--- src/rtl/dma_master_pkg.sv ---
// Shared types and constants for the DMA master engine: FSM encoding,
// register offsets, CTRL/STAT bit positions and the config payload.
package dma_master_pkg;

    localparam int unsigned IDX_W = 2;
    localparam logic [14:0] DEF_BASE_ADDR = 15'h0260;

    // Byte offsets of the four word registers
    localparam logic [IDX_W:0] OFS_ADDR = 3'h0;
    localparam logic [IDX_W:0] OFS_DATA = 3'h2;
    localparam logic [IDX_W:0] OFS_CNT  = 3'h4;
    localparam logic [IDX_W:0] OFS_CTRL = 3'h6;

    localparam int unsigned CTRL_START   = 0;
    localparam int unsigned CTRL_DIR     = 1;
    localparam int unsigned CTRL_BYTE    = 2;
    localparam int unsigned CTRL_INC     = 3;
    localparam int unsigned CTRL_PRIO    = 4;
    localparam int unsigned CTRL_ABORT   = 5;
    localparam int unsigned CTRL_BUSY    = 8;
    localparam int unsigned CTRL_DONE    = 9;
    localparam int unsigned CTRL_ERR     = 10;
    localparam int unsigned CTRL_ABORTED = 11;

    typedef enum logic [2:0] {
        S_IDLE = 3'd0,
        S_REQ  = 3'd1,
        S_RCAP = 3'd2,
        S_DONE = 3'd3,
        S_ERR  = 3'd4
    } state_t;

    // Mirrors CTRL[4:1]
    typedef struct packed {
        logic prio;
        logic inc;
        logic byte_mode;
        logic dir;
    } cfg_t;

    function automatic logic [15:0] byte_merge(input logic [15:0] old_v,
                                               input logic [15:0] din,
                                               input logic [1:0]  we);
        logic [15:0] m;
        m = {{8{we[1]}}, {8{we[0]}}};
        return (old_v & ~m) | (din & m);
    endfunction

endpackage

--- src/rtl/dma_master_engine_if.sv ---
// Peripheral-bus and openMSP430 DMA-port signals of the DMA master engine.
interface dma_master_engine_if;
    logic [13:0] per_addr;
    logic [15:0] per_din;
    logic        per_en;
    logic [1:0]  per_we;
    logic [15:0] per_dout;
    logic [14:0] dma_addr;
    logic [15:0] dma_din;
    logic        dma_en;
    logic [1:0]  dma_we;
    logic        dma_priority;
    logic        dma_wkup;
    logic [15:0] dma_dout;
    logic        dma_ready;
    logic        dma_resp;
    logic        irq_done;
    logic [15:0] trace;

    modport master (
        input  per_addr, per_din, per_en, per_we, dma_dout, dma_ready, dma_resp,
        output per_dout, dma_addr, dma_din, dma_en, dma_we, dma_priority, dma_wkup,
               irq_done, trace
    );

    modport slave (
        output per_addr, per_din, per_en, per_we, dma_dout, dma_ready, dma_resp,
        input  per_dout, dma_addr, dma_din, dma_en, dma_we, dma_priority, dma_wkup,
               irq_done, trace
    );
endinterface

--- src/rtl/dma_master_regs.sv ---
// Register block of the DMA master: address decode, ADDR/DATA/CNT/CTRL
// storage, sticky status flags and the peripheral read mux.
module dma_master_regs
    import dma_master_pkg::*;
#(
    parameter logic [14:0] BASE_ADDR = DEF_BASE_ADDR,
    parameter int unsigned DEC_WD    = 3,
    parameter int unsigned CNT_WD    = 8
) (
    input  logic              mclk,
    input  logic              reset_n,
    input  logic [13:0]       per_addr,
    input  logic [15:0]       per_din,
    input  logic              per_en,
    input  logic [1:0]        per_we,
    output logic [15:0]       per_dout,
    input  logic              busy,
    output logic              start_c,
    output logic              abort_c,
    output logic [15:0]       addr,
    output logic [15:0]       data,
    output logic [CNT_WD-1:0] cnt,
    output cfg_t              cfg,
    output cfg_t              cfg_nxt_c,
    input  logic              addr_upd,
    input  logic [15:0]       addr_new,
    input  logic              cnt_upd,
    input  logic [CNT_WD-1:0] cnt_new,
    input  logic              data_upd,
    input  logic [15:0]       data_new,
    input  logic              set_done,
    input  logic              set_err,
    input  logic              set_aborted
);

    logic           sel, wr, rd;
    logic [IDX_W:0] ofs;
    logic           wr_addr, wr_data, wr_cnt, wr_ctrl;
    logic           done, err, aborted;
    logic [15:0]    stat;

    assign sel = per_en && (per_addr[13:DEC_WD-1] == BASE_ADDR[14:DEC_WD]);
    assign wr  = sel && (per_we != 2'b00);
    assign rd  = sel && (per_we == 2'b00);
    assign ofs = {IDX_W'(per_addr[DEC_WD-2:0]), 1'b0};

    // Configuration registers are frozen while a transfer is running
    assign wr_addr = wr && (ofs == OFS_ADDR) && !busy;
    assign wr_data = wr && (ofs == OFS_DATA) && !busy;
    assign wr_cnt  = wr && (ofs == OFS_CNT)  && !busy;
    assign wr_ctrl = wr && (ofs == OFS_CTRL);

    assign abort_c   = wr_ctrl && per_we[0] && per_din[CTRL_ABORT];
    assign start_c   = wr_ctrl && per_we[0] && per_din[CTRL_START] && !busy && !abort_c;
    assign cfg_nxt_c = (wr_ctrl && per_we[0] && !busy) ? cfg_t'(per_din[CTRL_PRIO:CTRL_DIR]) : cfg;

    always_ff @(posedge mclk or negedge reset_n) begin
        if (!reset_n) begin
            addr    <= '0;
            data    <= '0;
            cnt     <= '0;
            cfg     <= '0;
            done    <= 1'b0;
            err     <= 1'b0;
            aborted <= 1'b0;
        end else begin
            if (wr_addr)       addr <= byte_merge(addr, per_din, per_we);
            else if (addr_upd) addr <= addr_new;
            if (wr_data)       data <= byte_merge(data, per_din, per_we);
            else if (data_upd) data <= data_new;
            if (wr_cnt)        cnt  <= CNT_WD'(byte_merge(16'(cnt), per_din, per_we));
            else if (cnt_upd)  cnt  <= cnt_new;
            cfg <= cfg_nxt_c;
            // Hardware set beats a simultaneous write-1-clear
            done    <= set_done    || (done    && !(wr_ctrl && per_we[1] && per_din[CTRL_DONE]));
            err     <= set_err     || (err     && !(wr_ctrl && per_we[1] && per_din[CTRL_ERR]));
            aborted <= set_aborted || (aborted && !(wr_ctrl && per_we[1] && per_din[CTRL_ABORTED]));
        end
    end

    always_comb begin
        stat                     = '0;
        stat[CTRL_PRIO:CTRL_DIR] = cfg;
        stat[CTRL_BUSY]          = busy;
        stat[CTRL_DONE]          = done;
        stat[CTRL_ERR]           = err;
        stat[CTRL_ABORTED]       = aborted;
        per_dout                 = '0;
        if (rd) begin
            case (ofs)
                OFS_ADDR: per_dout = addr;
                OFS_DATA: per_dout = data;
                OFS_CNT:  per_dout = 16'(cnt);
                OFS_CTRL: per_dout = stat;
                default:  per_dout = '0;
            endcase
        end
    end

endmodule

--- src/rtl/dma_master_engine.sv ---
// DMA master engine: sequences programmed transfers onto the openMSP430 DMA
// port. Optional dma_ready history shift register via DMA_MASTER_TRACE_EN.
module dma_master_engine
    import dma_master_pkg::*;
#(
    parameter logic [14:0] BASE_ADDR = DEF_BASE_ADDR,
    parameter int unsigned DEC_WD    = 3,
    parameter int unsigned CNT_WD    = 8
) (
    input  logic mclk,
    input  logic reset_n,
    dma_master_engine_if.master bus
);

    state_t            state, state_nxt;
    logic [15:0]       addr, data, addr_adv, addr_cur, rd_word;
    logic [CNT_WD-1:0] cnt, cnt_dec;
    cfg_t              cfg, cfg_nxt_c;
    logic              start_c, abort_c, busy, grant, xfer_ok, rd_lane;
    logic              en_d, en_q, prio_d, prio_q, wkup_d, wkup_q, irq_d, irq_q;
    logic [14:0]       addr_d, addr_q;
    logic [15:0]       din_d, din_q;
    logic [1:0]        we_d, we_q;

    assign busy     = (state != S_IDLE);
    assign grant    = (state == S_REQ) && bus.dma_ready;
    assign xfer_ok  = grant && !bus.dma_resp;
    assign addr_adv = addr + (cfg.byte_mode ? 16'd1 : 16'd2);
    assign cnt_dec  = cnt - CNT_WD'(1);
    // Address the next request will present, including an advance this cycle
    assign addr_cur = (xfer_ok && cfg.inc) ? addr_adv : addr;
    assign rd_word  = cfg.byte_mode ? {8'h00, rd_lane ? bus.dma_dout[15:8] : bus.dma_dout[7:0]}
                                    : bus.dma_dout;

    dma_master_regs #(
        .BASE_ADDR (BASE_ADDR),
        .DEC_WD    (DEC_WD),
        .CNT_WD    (CNT_WD)
    ) u_regs (
        .mclk        (mclk),
        .reset_n     (reset_n),
        .per_addr    (bus.per_addr),
        .per_din     (bus.per_din),
        .per_en      (bus.per_en),
        .per_we      (bus.per_we),
        .per_dout    (bus.per_dout),
        .busy        (busy),
        .start_c     (start_c),
        .abort_c     (abort_c),
        .addr        (addr),
        .data        (data),
        .cnt         (cnt),
        .cfg         (cfg),
        .cfg_nxt_c   (cfg_nxt_c),
        .addr_upd    (xfer_ok && cfg.inc),
        .addr_new    (addr_adv),
        .cnt_upd     (xfer_ok),
        .cnt_new     (cnt_dec),
        .data_upd    ((state == S_RCAP) && !abort_c),
        .data_new    (rd_word),
        .set_done    ((state == S_DONE) && !abort_c),
        .set_err     ((state == S_ERR) && !abort_c),
        .set_aborted (abort_c && busy)
    );

    always_ff @(posedge mclk or negedge reset_n) begin
        if (!reset_n) state <= S_IDLE;
        else          state <= state_nxt;
    end

    always_comb begin
        state_nxt = state;
        case (state)
            S_IDLE: if (start_c) state_nxt = (cnt == '0) ? S_DONE : S_REQ;
            S_REQ: begin
                if (bus.dma_ready) begin
                    if (bus.dma_resp)                   state_nxt = S_ERR;
                    else if (cfg.dir)                   state_nxt = S_RCAP;
                    else if (cnt == CNT_WD'(1))         state_nxt = S_DONE;
                    else                                state_nxt = S_REQ;
                end
            end
            S_RCAP:         state_nxt = (cnt == '0) ? S_DONE : S_REQ;
            S_DONE, S_ERR:  state_nxt = S_IDLE;
            default:        state_nxt = S_IDLE;
        endcase
        if (abort_c && busy) state_nxt = S_IDLE;
    end

    // Next values of the registered DMA port, derived from the upcoming state
    always_comb begin
        en_d   = 1'b0;
        addr_d = '0;
        din_d  = '0;
        we_d   = 2'b00;
        prio_d = 1'b0;
        wkup_d = (state_nxt != S_IDLE);
        irq_d  = ((state == S_DONE) || (state == S_ERR)) && !abort_c;
        if (state_nxt == S_REQ) begin
            en_d   = 1'b1;
            addr_d = addr_cur[15:1];
            prio_d = cfg_nxt_c.prio;
            if (!cfg_nxt_c.dir) begin
                if (cfg_nxt_c.byte_mode) begin
                    we_d  = {addr_cur[0], ~addr_cur[0]};
                    din_d = {data[7:0], data[7:0]};
                end else begin
                    we_d  = 2'b11;
                    din_d = data;
                end
            end
        end
    end

    always_ff @(posedge mclk or negedge reset_n) begin
        if (!reset_n) begin
            en_q    <= 1'b0;
            addr_q  <= '0;
            din_q   <= '0;
            we_q    <= 2'b00;
            prio_q  <= 1'b0;
            wkup_q  <= 1'b0;
            irq_q   <= 1'b0;
            rd_lane <= 1'b0;
        end else begin
            en_q   <= en_d;
            addr_q <= addr_d;
            din_q  <= din_d;
            we_q   <= we_d;
            prio_q <= prio_d;
            wkup_q <= wkup_d;
            irq_q  <= irq_d;
            if (grant) rd_lane <= addr[0];
        end
    end

    assign bus.dma_en       = en_q;
    assign bus.dma_addr     = addr_q;
    assign bus.dma_din      = din_q;
    assign bus.dma_we       = we_q;
    assign bus.dma_priority = prio_q;
    assign bus.dma_wkup     = wkup_q;
    assign bus.irq_done     = irq_q;

`ifdef DMA_MASTER_TRACE_EN
    logic [15:0] trace_q;

    always_ff @(posedge mclk or negedge reset_n) begin
        if (!reset_n) trace_q <= '0;
        else          trace_q <= {trace_q[14:0], bus.dma_en & bus.dma_ready};
    end

    assign bus.trace = trace_q;
`else
    assign bus.trace = '0;
`endif

endmodule

--- src/flat_wrapper.sv ---
// flat-port wrapper written by rule: the top's interface ports become plain ports
module dma_master_engine_flat import dma_master_pkg::*;
#(
    parameter logic [14:0] BASE_ADDR = DEF_BASE_ADDR,
    parameter int unsigned DEC_WD    = 3,
    parameter int unsigned CNT_WD    = 8
)
  (mclk, reset_n, bus_per_addr, bus_per_din, bus_per_en, bus_per_we, bus_dma_dout, bus_dma_ready, bus_dma_resp, bus_per_dout, bus_dma_addr, bus_dma_din, bus_dma_en, bus_dma_we, bus_dma_priority, bus_dma_wkup, bus_irq_done, bus_trace);
  dma_master_engine_if bus_i ();
  input  logic mclk;
  input  logic reset_n;
  input wire logic [$bits(bus_i.per_addr)-1:0] bus_per_addr;
  input wire logic [$bits(bus_i.per_din)-1:0] bus_per_din;
  input wire logic [$bits(bus_i.per_en)-1:0] bus_per_en;
  input wire logic [$bits(bus_i.per_we)-1:0] bus_per_we;
  input wire logic [$bits(bus_i.dma_dout)-1:0] bus_dma_dout;
  input wire logic [$bits(bus_i.dma_ready)-1:0] bus_dma_ready;
  input wire logic [$bits(bus_i.dma_resp)-1:0] bus_dma_resp;
  output wire logic [$bits(bus_i.per_dout)-1:0] bus_per_dout;
  output wire logic [$bits(bus_i.dma_addr)-1:0] bus_dma_addr;
  output wire logic [$bits(bus_i.dma_din)-1:0] bus_dma_din;
  output wire logic [$bits(bus_i.dma_en)-1:0] bus_dma_en;
  output wire logic [$bits(bus_i.dma_we)-1:0] bus_dma_we;
  output wire logic [$bits(bus_i.dma_priority)-1:0] bus_dma_priority;
  output wire logic [$bits(bus_i.dma_wkup)-1:0] bus_dma_wkup;
  output wire logic [$bits(bus_i.irq_done)-1:0] bus_irq_done;
  output wire logic [$bits(bus_i.trace)-1:0] bus_trace;
  assign bus_i.per_addr = bus_per_addr;
  assign bus_i.per_din = bus_per_din;
  assign bus_i.per_en = bus_per_en;
  assign bus_i.per_we = bus_per_we;
  assign bus_i.dma_dout = bus_dma_dout;
  assign bus_i.dma_ready = bus_dma_ready;
  assign bus_i.dma_resp = bus_dma_resp;
  assign bus_per_dout = bus_i.per_dout;
  assign bus_dma_addr = bus_i.dma_addr;
  assign bus_dma_din = bus_i.dma_din;
  assign bus_dma_en = bus_i.dma_en;
  assign bus_dma_we = bus_i.dma_we;
  assign bus_dma_priority = bus_i.dma_priority;
  assign bus_dma_wkup = bus_i.dma_wkup;
  assign bus_irq_done = bus_i.irq_done;
  assign bus_trace = bus_i.trace;
  dma_master_engine #(.BASE_ADDR(BASE_ADDR), .DEC_WD(DEC_WD), .CNT_WD(CNT_WD)) u_core (.mclk(mclk), .reset_n(reset_n), .bus(bus_i));
endmodule
--- config.mk ---
export PLATFORM = sky130hd
export DESIGN_NAME = dma_master_engine_flat
export DESIGN_NICKNAME = d
export VERILOG_FILES = /design/src/rtl/dma_master_pkg.sv /design/src/rtl/dma_master_engine_if.sv /design/src/rtl/dma_master_regs.sv /design/src/rtl/dma_master_engine.sv /design/src/flat_wrapper.sv
export SDC_FILE = /design/constraint.sdc
export NUM_CORES = 1
export LEC_CHECK = 0
export ABC_CLOCK_PERIOD_IN_PS = 10000
export CORE_MARGIN = 1.5
export CORE_UTILIZATION = 32
export CTS_CLUSTER_DIAMETER = 60
export CTS_CLUSTER_SIZE = 25
export DETAILED_ROUTE_END_ITERATION = 6
export DONT_BUFFER_PORTS = 1
export MAX_ROUTING_LAYER = met4
export SLEW_MARGIN = 20
export SYNTH_ARGS = -nofsm -noshare
export SYNTH_HDL_FRONTEND = slang
export SYNTH_SLANG_ARGS = --single-unit
--- constraint.sdc ---
create_clock -name mclk -period 10 [get_ports mclk]
set_input_delay 3 -clock mclk [delete_from_list [all_inputs] [get_ports mclk]]
set_output_delay 3 -clock mclk [all_outputs]
set_load 0.01 [all_outputs]
==> flow_metrics.env <==
export IMPL_synthFlopType="dfrtp_1"
export IMPL_ys_types=70
export IMPL_drc=0
export IMPL_pin_count=122
export IMPL_first_iter_violations=386
export IMPL_power_density_mw_per_mm2=140
export IMPL_synth_top_area_frac=0.443
export IMPL_min_period_ps=7690
export IMPL_insertion_delay_ps=350
export IMPL_clock_skew_ps=6.72
export IMPL_critPathMaxFanout=16
export IMPL_die_area_mm2=0.0163
export IMPL_vias_per_cell=5.68
export IMPL_cts_buffer_depth=2
export IMPL_slew_viol_final=0
export IMPL_reg2reg_slack_ps=7020
export IMPL_clk_pin_slew_ps=60
export IMPL_end_kind="primary output"
export IMPL_finalCritPeriodShare=0.769
export IMPL_setup_violations=0
export IMPL_finalHoldViolations=0
export IMPL_grt_overflow=0
export IMPL_gp_congestion=0.981
export IMPL_antenna_found_initial=0
export IMPL_holdBufCountCts=0
export IMPL_crit_type="in2out"
export IMPL_layout_cells_non_filler=713
export IMPL_finalNetCount=579
export IMPL_fin_util=0.351
export IMPL_timing_rr_start="u_core.u_regs.cfg[1]"
export IMPL_numCtsBuffers=9
export IMPL_final_common_cell="dfrtp_1"
export IMPL_drt_wirelength_per_cell_um=21.2
export IMPL_syn_cell_area_mm2=0.00497
export IMPL_cts_root_buf="clkbuf_16"
export IMPL_cp_required_ps=7000
export IMPL_postRouteAntennaNets=0
export IMPL_avgSynthCellArea_um2=9.22
export IMPL_synth_xor_area_frac=0.0247
export IMPL_synth_adder_area_share=0.0161
export IMPL_htreeDepth=3
export IMPL_arrival_ps=4690
export IMPL_vias=4050
export IMPL_cp_startpoint="bus_per_addr[10]"
export IMPL_cts_tree="yes"
export IMPL_p_leak_uw=0.00225
export IMPL_synth_cells=539
export IMPL_synthSimpleGateAreaFrac=0.225
export IMPL_dp_hpwl_um=11500
export IMPL_start_util=0.327
export IMPL_ys_ff_latch=88
export IMPL_grt_pass1_vias=3858
export IMPL_max_freq_mhz=130
export IMPL_wl_um=15100
export IMPL_diodes=0
export IMPL_synthMuxAreaShare=0.0509
export IMPL_area_growth_pct=7.28
export IMPL_cap_violations=0
export IMPL_synthArstFlopShare=1.00
export IMPL_slew_headroom=0.391
export IMPL_drive_gt1_frac=0.0990
export IMPL_port_buffers=0
export IMPL_die_h_um=128
export IMPL_fill_cells=1535
export IMPL_multi_input_area_mm2=0.00247
export IMPL_status="finished, final reports clean"
export IMPL_min_path_type="reg2reg"
export IMPL_grt_max_degree=89
export IMPL_fp_dieW_um=128
export IMPL_cts_resized=0
export IMPL_core_mm2=0.0152
export IMPL_ys_warn_count=0
export IMPL_synth_top_family_by_area="simple AND/OR/NAND/NOR gates"
export IMPL_cts_sinks=88
export IMPL_startpoint_type="input pin"
export IMPL_rsz0062_at_grt="false"
export IMPL_post_cts_setup_buffers=0
export IMPL_synth_compound_area_frac=0.169
export IMPL_synth_top_area_cell="dfrtp_1"
export IMPL_grt_usage=0.197
export IMPL_finalPower_uw=749
export IMPL_fin_tns_setup_ps=0
export IMPL_synth_edf_count=0
export IMPL_grt_pass1_wl_um=23200
export IMPL_first_pass_iters=5
export IMPL_ys_top_cells_by_area="dfrtp_1 44%, nand2_1 4.9%, nor2_1 4.8%, o221a_2 3.9%, a21oi_1 3.1%"
export IMPL_r2r_cells=8
export IMPL_peakVddDrop_v=0.0000837
export IMPL_endpoint="bus_per_dout[14]"
export IMPL_rows=45
export IMPL_ys_seq_area_frac=0.443
export IMPL_final_cell_mix="88 x dfrtp_1, 65 x nand2_1, 63 x nor2_1"
export IMPL_area_sequential_mm2=0.00220
export IMPL_tightest_slew_ps=888
export IMPL_placed_cells=698
report_power, final:
part / leakage (uW) / internal (uW) / switching (uW)
logic: 0.000932 / 10.9 / 12.2
clock network: 0.000155 / 224 / 138
registers: 0.00117 / 360 / 4.41
Yosys cell counts (all sizes together), types with 8 or more instances:
| library cell | number |
|---|---|
| nand2 | 65 |
| o221a | 18 |
| and2 | 8 |
| nor3 | 14 |
| inv | 27 |
| mux2i | 14 |
| a21oi | 31 |
| xnor2 | 10 |
| nor2 | 64 |
| buf | 27 |
| dfrtp | 88 |
| clkbuf | 17 |
| nand3 | 16 |
| o21ai | 27 |
| o211ai | 8 |
| nand4 | 9 |
per-stage QoR:
stage / cell area, um2 / hold WS, ps / worst slack [ps]
after floorplan: 5030 / 446 / 2540
after detailed placement: 5010 / 471 / 2330
after global routing: 5330 / 514 / 2150
after global placement: 5010 / 472 / 2370
final: 5330 / 485 / 2310
after CTS: 5330 / 486 / 2320
worst max-delay path, stage by stage:
cell and delay (ps):
nor4b_2 410, nand4_1 200, or3_1 630, nor3_1 450
routing by layer:
metal / global-route usage / vias up / wire length, um
li1: - / 1839 / -
met2: 0.311 / 181 / 7320
met1: 0.227 / 1989 / 5830
met4: 0.0932 / 0 / 601
met5: - / - / 0
met3: 0.0641 / 41 / 1380
cells by family after synthesis:
kind of cell,count (synthesis)
AOI/OAI and AO/OA,122
xor gates and xnor gates,14
adders and majority gates,6
buffers and inverters,71
DFF,88
muxes,20
other,1
and+or+nand+nor,217
worst min path at each step:
| stage | start | to | cells past startpoint |
|---|---|---|---|
| after global placement | u_core.rd_lane | u_core.rd_lane | 2 |
| after CTS | u_core.rd_lane | u_core.rd_lane | 2 |
| after global routing | u_core.rd_lane | u_core.rd_lane | 2 |
| after floorplan | u_core.rd_lane | u_core.rd_lane | 2 |
| after detailed placement | u_core.rd_lane | u_core.rd_lane | 2 |
| final | u_core.u_regs.done | u_core.u_regs.done | 2 |
area by class of cell:
| class | count | area share |
|---|---|---|
| Clock inverter | 5 | 0.0153 |
| Tap cell | 188 | 0.0441 |
| Inverter | 27 | 0.0190 |
| Clock buffer | 10 | 0.0448 |
| Sequential cell | 88 | 0.413 |
| Multi-Input combinational cell | 395 | 0.464 |
(Power assumes the default switching activity.)
